===== src/rtl/biquad_sequencer.sv =====
// Cascade of Q2.14 biquads sharing one multiplier and one 35-bit accumulator.
// Define BIQUAD_SEQ_SAT_EN to clamp the quantizer; otherwise it wraps.
module biquad_sequencer #(
    parameter int NUM_STAGES = 3
) (
    input  logic        clk,
    input  logic        reset_n,
    input  logic        sample_valid,
    input  logic [15:0] sample_in,
    input  logic        coef_we,
    input  logic [5:0]  coef_addr,
    input  logic [15:0] coef_data,
    input  logic        coef_commit,
    input  logic        overrun_clr,
    output logic [15:0] sample_out,
    output logic        out_valid,
    output logic        busy,
    output logic        overrun
);
    localparam int NC = NUM_STAGES * 5;
    localparam int CW = $clog2(NC);
    localparam int SW = (NUM_STAGES > 1) ? $clog2(NUM_STAGES) : 1;

    typedef enum logic [2:0] {IDLE, LOAD, MAC, DRAIN, WB} state_t;

    state_t             state_q;
    logic [2:0]         k_q;
    logic [SW-1:0]      stg_q;
    logic signed [15:0] shadow_q [NC];
    logic signed [15:0] active_q [NC];
    logic signed [15:0] x1_q [NUM_STAGES];
    logic signed [15:0] x2_q [NUM_STAGES];
    logic signed [15:0] y1_q [NUM_STAGES];
    logic signed [15:0] y2_q [NUM_STAGES];
    logic signed [15:0] xin_q;
    logic signed [31:0] prod_q;
    logic               neg_q;
    logic signed [34:0] acc_q;
    logic               pend_q;
    logic               copy_q;
    logic [15:0]        sample_out_q;
    logic               out_valid_q;
    logic               busy_q;
    logic               overrun_q;

    logic [CW-1:0]      cidx;
    logic [CW-1:0]      widx;
    logic               wok;
    logic               last;
    logic               accept;
    logic signed [15:0] cf;
    logic signed [15:0] dt;
    logic signed [15:0] yq;

    always_comb begin
        cidx   = CW'(32'(stg_q) * 5 + 32'(k_q));
        widx   = CW'(32'(coef_addr[5:3]) * 5 + 32'(coef_addr[2:0]));
        wok    = coef_we && (32'(coef_addr[5:3]) < NUM_STAGES)
                 && (coef_addr[2:0] < 3'd5);
        last   = (stg_q == SW'(NUM_STAGES - 1));
        // The final WB may take a new strobe so back-to-back samples never overrun.
        accept = sample_valid
                 && ((state_q == IDLE) || ((state_q == WB) && last));
        cf     = active_q[cidx];
        unique case (k_q)
            3'd0:    dt = xin_q;
            3'd1:    dt = x1_q[stg_q];
            3'd2:    dt = x2_q[stg_q];
            3'd3:    dt = y1_q[stg_q];
            default: dt = y2_q[stg_q];
        endcase
    end

`ifdef BIQUAD_SEQ_SAT_EN
    logic signed [20:0] ysh;
    always_comb begin
        ysh = acc_q[34:14];
        if (ysh > 21'sd32767)
            yq = 16'sh7fff;
        else if (ysh < -21'sd32768)
            yq = 16'sh8000;
        else
            yq = ysh[15:0];
    end
`else
    assign yq = acc_q[29:14];
`endif

    always_ff @(posedge clk or negedge reset_n) begin
        if (!reset_n) begin
            state_q      <= IDLE;
            k_q          <= '0;
            stg_q        <= '0;
            xin_q        <= '0;
            prod_q       <= '0;
            neg_q        <= 1'b0;
            acc_q        <= '0;
            pend_q       <= 1'b0;
            copy_q       <= 1'b0;
            sample_out_q <= '0;
            out_valid_q  <= 1'b0;
            busy_q       <= 1'b0;
            overrun_q    <= 1'b0;
            for (int i = 0; i < NC; i++) begin
                shadow_q[i] <= (i % 5 == 0) ? 16'sd16384 : 16'sd0;
                active_q[i] <= (i % 5 == 0) ? 16'sd16384 : 16'sd0;
            end
            for (int s = 0; s < NUM_STAGES; s++) begin
                x1_q[s] <= '0;
                x2_q[s] <= '0;
                y1_q[s] <= '0;
                y2_q[s] <= '0;
            end
        end else begin
            out_valid_q <= 1'b0;
            if (wok)
                shadow_q[widx] <= coef_data;
            if (accept) begin
                pend_q <= 1'b0;
                copy_q <= pend_q | coef_commit;
            end else if (coef_commit) begin
                pend_q <= 1'b1;
            end
            if (sample_valid && !accept)
                overrun_q <= 1'b1;
            else if (overrun_clr)
                overrun_q <= 1'b0;

            unique case (state_q)
                IDLE: begin
                    if (accept) begin
                        xin_q   <= sample_in;
                        stg_q   <= '0;
                        busy_q  <= 1'b1;
                        state_q <= LOAD;
                    end
                end
                LOAD: begin
                    if (copy_q)
                        for (int i = 0; i < NC; i++)
                            active_q[i] <= shadow_q[i];
                    k_q     <= '0;
                    state_q <= MAC;
                end
                MAC: begin
                    prod_q <= cf * dt;
                    neg_q  <= (k_q >= 3'd3);
                    if (k_q == 3'd0)
                        acc_q <= '0;
                    else if (neg_q)
                        acc_q <= acc_q - 35'(prod_q);
                    else
                        acc_q <= acc_q + 35'(prod_q);
                    if (k_q == 3'd4)
                        state_q <= DRAIN;
                    else
                        k_q <= k_q + 3'd1;
                end
                DRAIN: begin
                    if (neg_q)
                        acc_q <= acc_q - 35'(prod_q);
                    else
                        acc_q <= acc_q + 35'(prod_q);
                    state_q <= WB;
                end
                WB: begin
                    x2_q[stg_q] <= x1_q[stg_q];
                    x1_q[stg_q] <= xin_q;
                    y2_q[stg_q] <= y1_q[stg_q];
                    y1_q[stg_q] <= yq;
                    xin_q       <= yq;
                    k_q         <= '0;
                    if (last) begin
                        sample_out_q <= yq;
                        out_valid_q  <= 1'b1;
                        if (accept) begin
                            xin_q   <= sample_in;
                            stg_q   <= '0;
                            state_q <= LOAD;
                        end else begin
                            busy_q  <= 1'b0;
                            state_q <= IDLE;
                        end
                    end else begin
                        stg_q   <= stg_q + SW'(1);
                        state_q <= MAC;
                    end
                end
                default: state_q <= IDLE;
            endcase
        end
    end

    assign sample_out = sample_out_q;
    assign out_valid  = out_valid_q;
    assign busy       = busy_q;
    assign overrun    = overrun_q;
endmodule


===== config.mk =====
export PLATFORM = sky130hd
export DESIGN_NAME = biquad_sequencer
export DESIGN_NICKNAME = d
export VERILOG_FILES = /design/src/rtl/biquad_sequencer.sv
export SDC_FILE = /design/constraint.sdc
export NUM_CORES = 2
export LEC_CHECK = 0
export BUFFER_PORTS_ARGS = -buffer_cell sky130_fd_sc_hd__buf_2
export CAP_MARGIN = 25
export CORE_ASPECT_RATIO = 0.7
export CORE_MARGIN = 4
export CORE_UTILIZATION = 60
export DETAILED_ROUTE_END_ITERATION = 8
export MAX_ROUTING_LAYER = met4
export PLACE_DENSITY = 0.72
export SLEW_MARGIN = 20
export SYNTH_ARGS = -nofsm -noshare
export SYNTH_HDL_FRONTEND = slang
export SYNTH_SLANG_ARGS = --single-unit

===== constraint.sdc =====
create_clock -name clk -period 9.6 [get_ports clk]
set_input_delay 0.48 -clock clk [delete_from_list [all_inputs] [get_ports clk]]
set_output_delay 0.48 -clock clk [all_outputs]
set_load 0.1 [all_outputs]

==> run metrics <==
Post-synth top cells=dfrtp_1 (756), mux2_2 (545), nand2_1 (444); gr ovfl total=0; max_cap viols=0; Synthesized Nets=4221; Top FF cell, synth=dfrtp_1; Avg WL per Cell=20.84 µm; GPL Wtd Cong=0.8874; pin count of the biggest net entering global routing=163; Netlist cell types=65; Flop pwr share=0.247; P_int=10460 µW; ratio of final minimum period to clock period=0.9224; crit path kind=flip-flop to flip-flop; drt initial violations=2276; io pins=63; clk_skew=0.01935 ns; CTS tree=built; Pleak=0.02300 µW; initial antenna violation count=3; H-tree depth=3; pre-CTS WS=0.8225 ns; Fmax=0.1129 GHz; Crit path arrival time=9.36 ns; Final ANT Viol Nets=0; Root Driver=clkbuf_16; DRC Markers=0; Starting Density=0.6091; synth top area cells=dfrtp_1 (43%), mux2_2 (14%), fa_1 (11%); Post-synth EDFFs=0; Yosys Warn Count=0; Die Y=234.1 µm; cells after synthesis=3803; worst min path class=primary input to flip-flop; CP max FO=30; # placed instances=4685; clock network power share=0.161; vias per cell=5.890; Setup-failing EPs final=0; CTS Sinks=762; Seq cells post-synth=762; count of input and output buffers=62; Sw Pwr=8318 µW; layout cells sized above 1=0.2396; Max Root-Sink Buffers=3; max-slew violations=0; post-synthesis instance area=43810 µm²; Slew HR=0.2613; DP HPWL=67630 µm; most common cell in the synthesized netlist=dfrtp_1; status=finished, final reports clean; drt total wl=100600 µm; CTS Buf Count=75; FP Rows=82; sequential area share after synthesis=0.4354; Peak VDD IR=0.4116 mV; Vias=28430; worst skew pair latency=0.64 ns; Overall Global Routing Usage=0.2788; min Tclk post-route=8.855 ns; DRT Pass-1 Iters=7; Synth Area per Inst=11.52 µm²; die area=77470 µm²; nets=4217; final hold violations=0; post-CTS sizing=0; Area growth, synth to finish=9.025%; core box area=71920 µm²; Tightest Pin Transition=1.108 ns; Power Density=393.2 nW/µm²; Die Span X=331.0 µm; CP endpoint kind=flip-flop; Critical Path RT=10.11 ns; Post-synth ARST share=1.000; clock-pin slew on the worst setup and hold paths=0.07 ns; RSZ-0062 raised after global routing=no; final setup TNS=0 ns; Logic pwr share=0.592; post-synth top area share=0.4318; global-route wire length before repair=164400 µm; dominant cell type by area after synthesis=dfrtp_1; Worst setup SP type=flip-flop; Setup WS post-layout=0.7453 ns; switch share=0.4429; non-filler cells, final=4827; number of global-route vias before repair=29140
final cells by class:
cell class | count | area (µm²)
Clock buffer | 98 | 2095
Clock inverter | 40 | 444.2
Antenna cell | 1 | 2.502
Inverter | 314 | 1179
Tap cell | 966 | 1209
Fill cell | 5394 | 24160
Timing Repair Buffer | 139 | 959.7
Sequential cell | 762 | 19080
Multi-Input combinational cell | 2507 | 22800
timing repair:
item,CTS,global route
hold endpoints to repair,95,0
buffers inserted,0,0
hold buffers,1,0
registers in the layout, summed over array words and instances (netlist names):
signal / count
pend_q: 1
y2_q: 48
stg_q: 2
x1_q: 48
copy_q: 1
neg_q: 1
overrun: 1
active_q: 240
k_q: 3
x2_q: 48
xin_q: 16
busy: 1
y1_q: 48
acc_q: 30
state_q: 3
prod_q: 30
shadow_q: 240
out_valid: 1
placed cells by master (no fill, tap or decap), types with 96 or more instances in the layout:
cell,count
fa_1,251
o21ai_0,243
nand2_1,444
ha_1,121
nor2_1,125
nor2b_1,97
mux2_2,545
mux2i_1,96
inv_1,314
dfrtp_1,754
logic make-up (layout without fill, tap and decap cells):
family | Yosys count | in the layout | synth area share
AND/OR/NAND/NOR | 854 | 854 | 0.08868
AO/OA/AOI/OAI | 498 | 498 | 0.06794
buffers and inverters | 534 | 591 | 0.04787
flip-flops | 762 | 762 | 0.4354
other | 0 | 1 | 0
adder cells (fa/ha/maj) | 374 | 374 | 0.1498
XOR/XNOR | 76 | 76 | 0.01519
multiplexers | 705 | 705 | 0.1951
metrics by stage:
| step | util | area, µm² | power, µW | hold WS [ns] |
|---|---|---|---|---|
| 2_1_floorplan | - | 43810 | 12830 | 0.1844 |
| 3_3_place_gp | 0.6277 | 45140 | 15420 | 0.4548 |
| 3_5_place_dp | 0.6280 | 45170 | 15670 | 0.4625 |
| 4_1_cts | 0.6634 | 47720 | 18770 | 0.02078 |
| 5_1_grt | 0.6641 | 47760 | 20520 | 0.03200 |
| 6_report | 0.6641 | 47760 | 18780 | 0.04115 |
critical path: stages, from the launching register on:
cell and delay (ns):
dfrtp_1 0.46, ha_1 0.36, ha_4 0.47, buf_4 0.52
mux2i_1 0.25, o21ai_0 0.16, mux4_2 0.71, nor2b_1 0.24
fa_1 0.57, inv_1 0.05, fa_1 0.45, fa_1 0.52
inv_1 0.05, fa_1 0.49, fa_1 0.49, inv_1 0.05
fa_1 0.47, inv_1 0.04, ha_1 0.31, o21ai_0 0.26
a2111oi_0 0.11, a21oi_1 0.41, a22oi_1 0.23, a311oi_1 0.56
o21ai_0 0.21, xnor2_1 0.15, o21ai_0 0.08
worst paths after layout:
path                                                   to  slack (ns)  depth (start not counted)                  from
max in group asynchronous            stg_q[1]$_DFFE_PN0P_        6.72                          4               reset_n
worst max-delay path               prod_q[28]$_DFFE_PN0P_        0.75                         26    k_q[1]$_DFFE_PN0P_
min in group asynchronous       shadow_q[178]$_DFFE_PN0P_        0.52                          2               reset_n
worst max register to register     prod_q[28]$_DFFE_PN0P_        0.75                         26    k_q[1]$_DFFE_PN0P_
worst min register to register       x2_q[30]$_DFFE_PN0P_        0.47                          2  x2_q[30]$_DFFE_PN0P_
worst min-delay path                  overrun$_DFFE_PN0P_        0.04                          2           overrun_clr
metal layers:
layer  share of wire  vias up  track usage
met2            0.43      800       0.3939
met1            0.48    14700       0.4248
met3           0.067      131      0.05417
li1                -    12800            -
met5               0        -            -
met4           0.019        0      0.05613
power groups by stage:
stage	Sequential, µW	Combinational [µW]	Clock (µW)
floorplan	4460	8360	0
global placement	4640	10800	0
detailed placement	4670	11000	0
CTS	4620	11100	3080
global route	4730	12600	3210
finish	4640	11100	3020
Power figures use the tool's default switching activity.
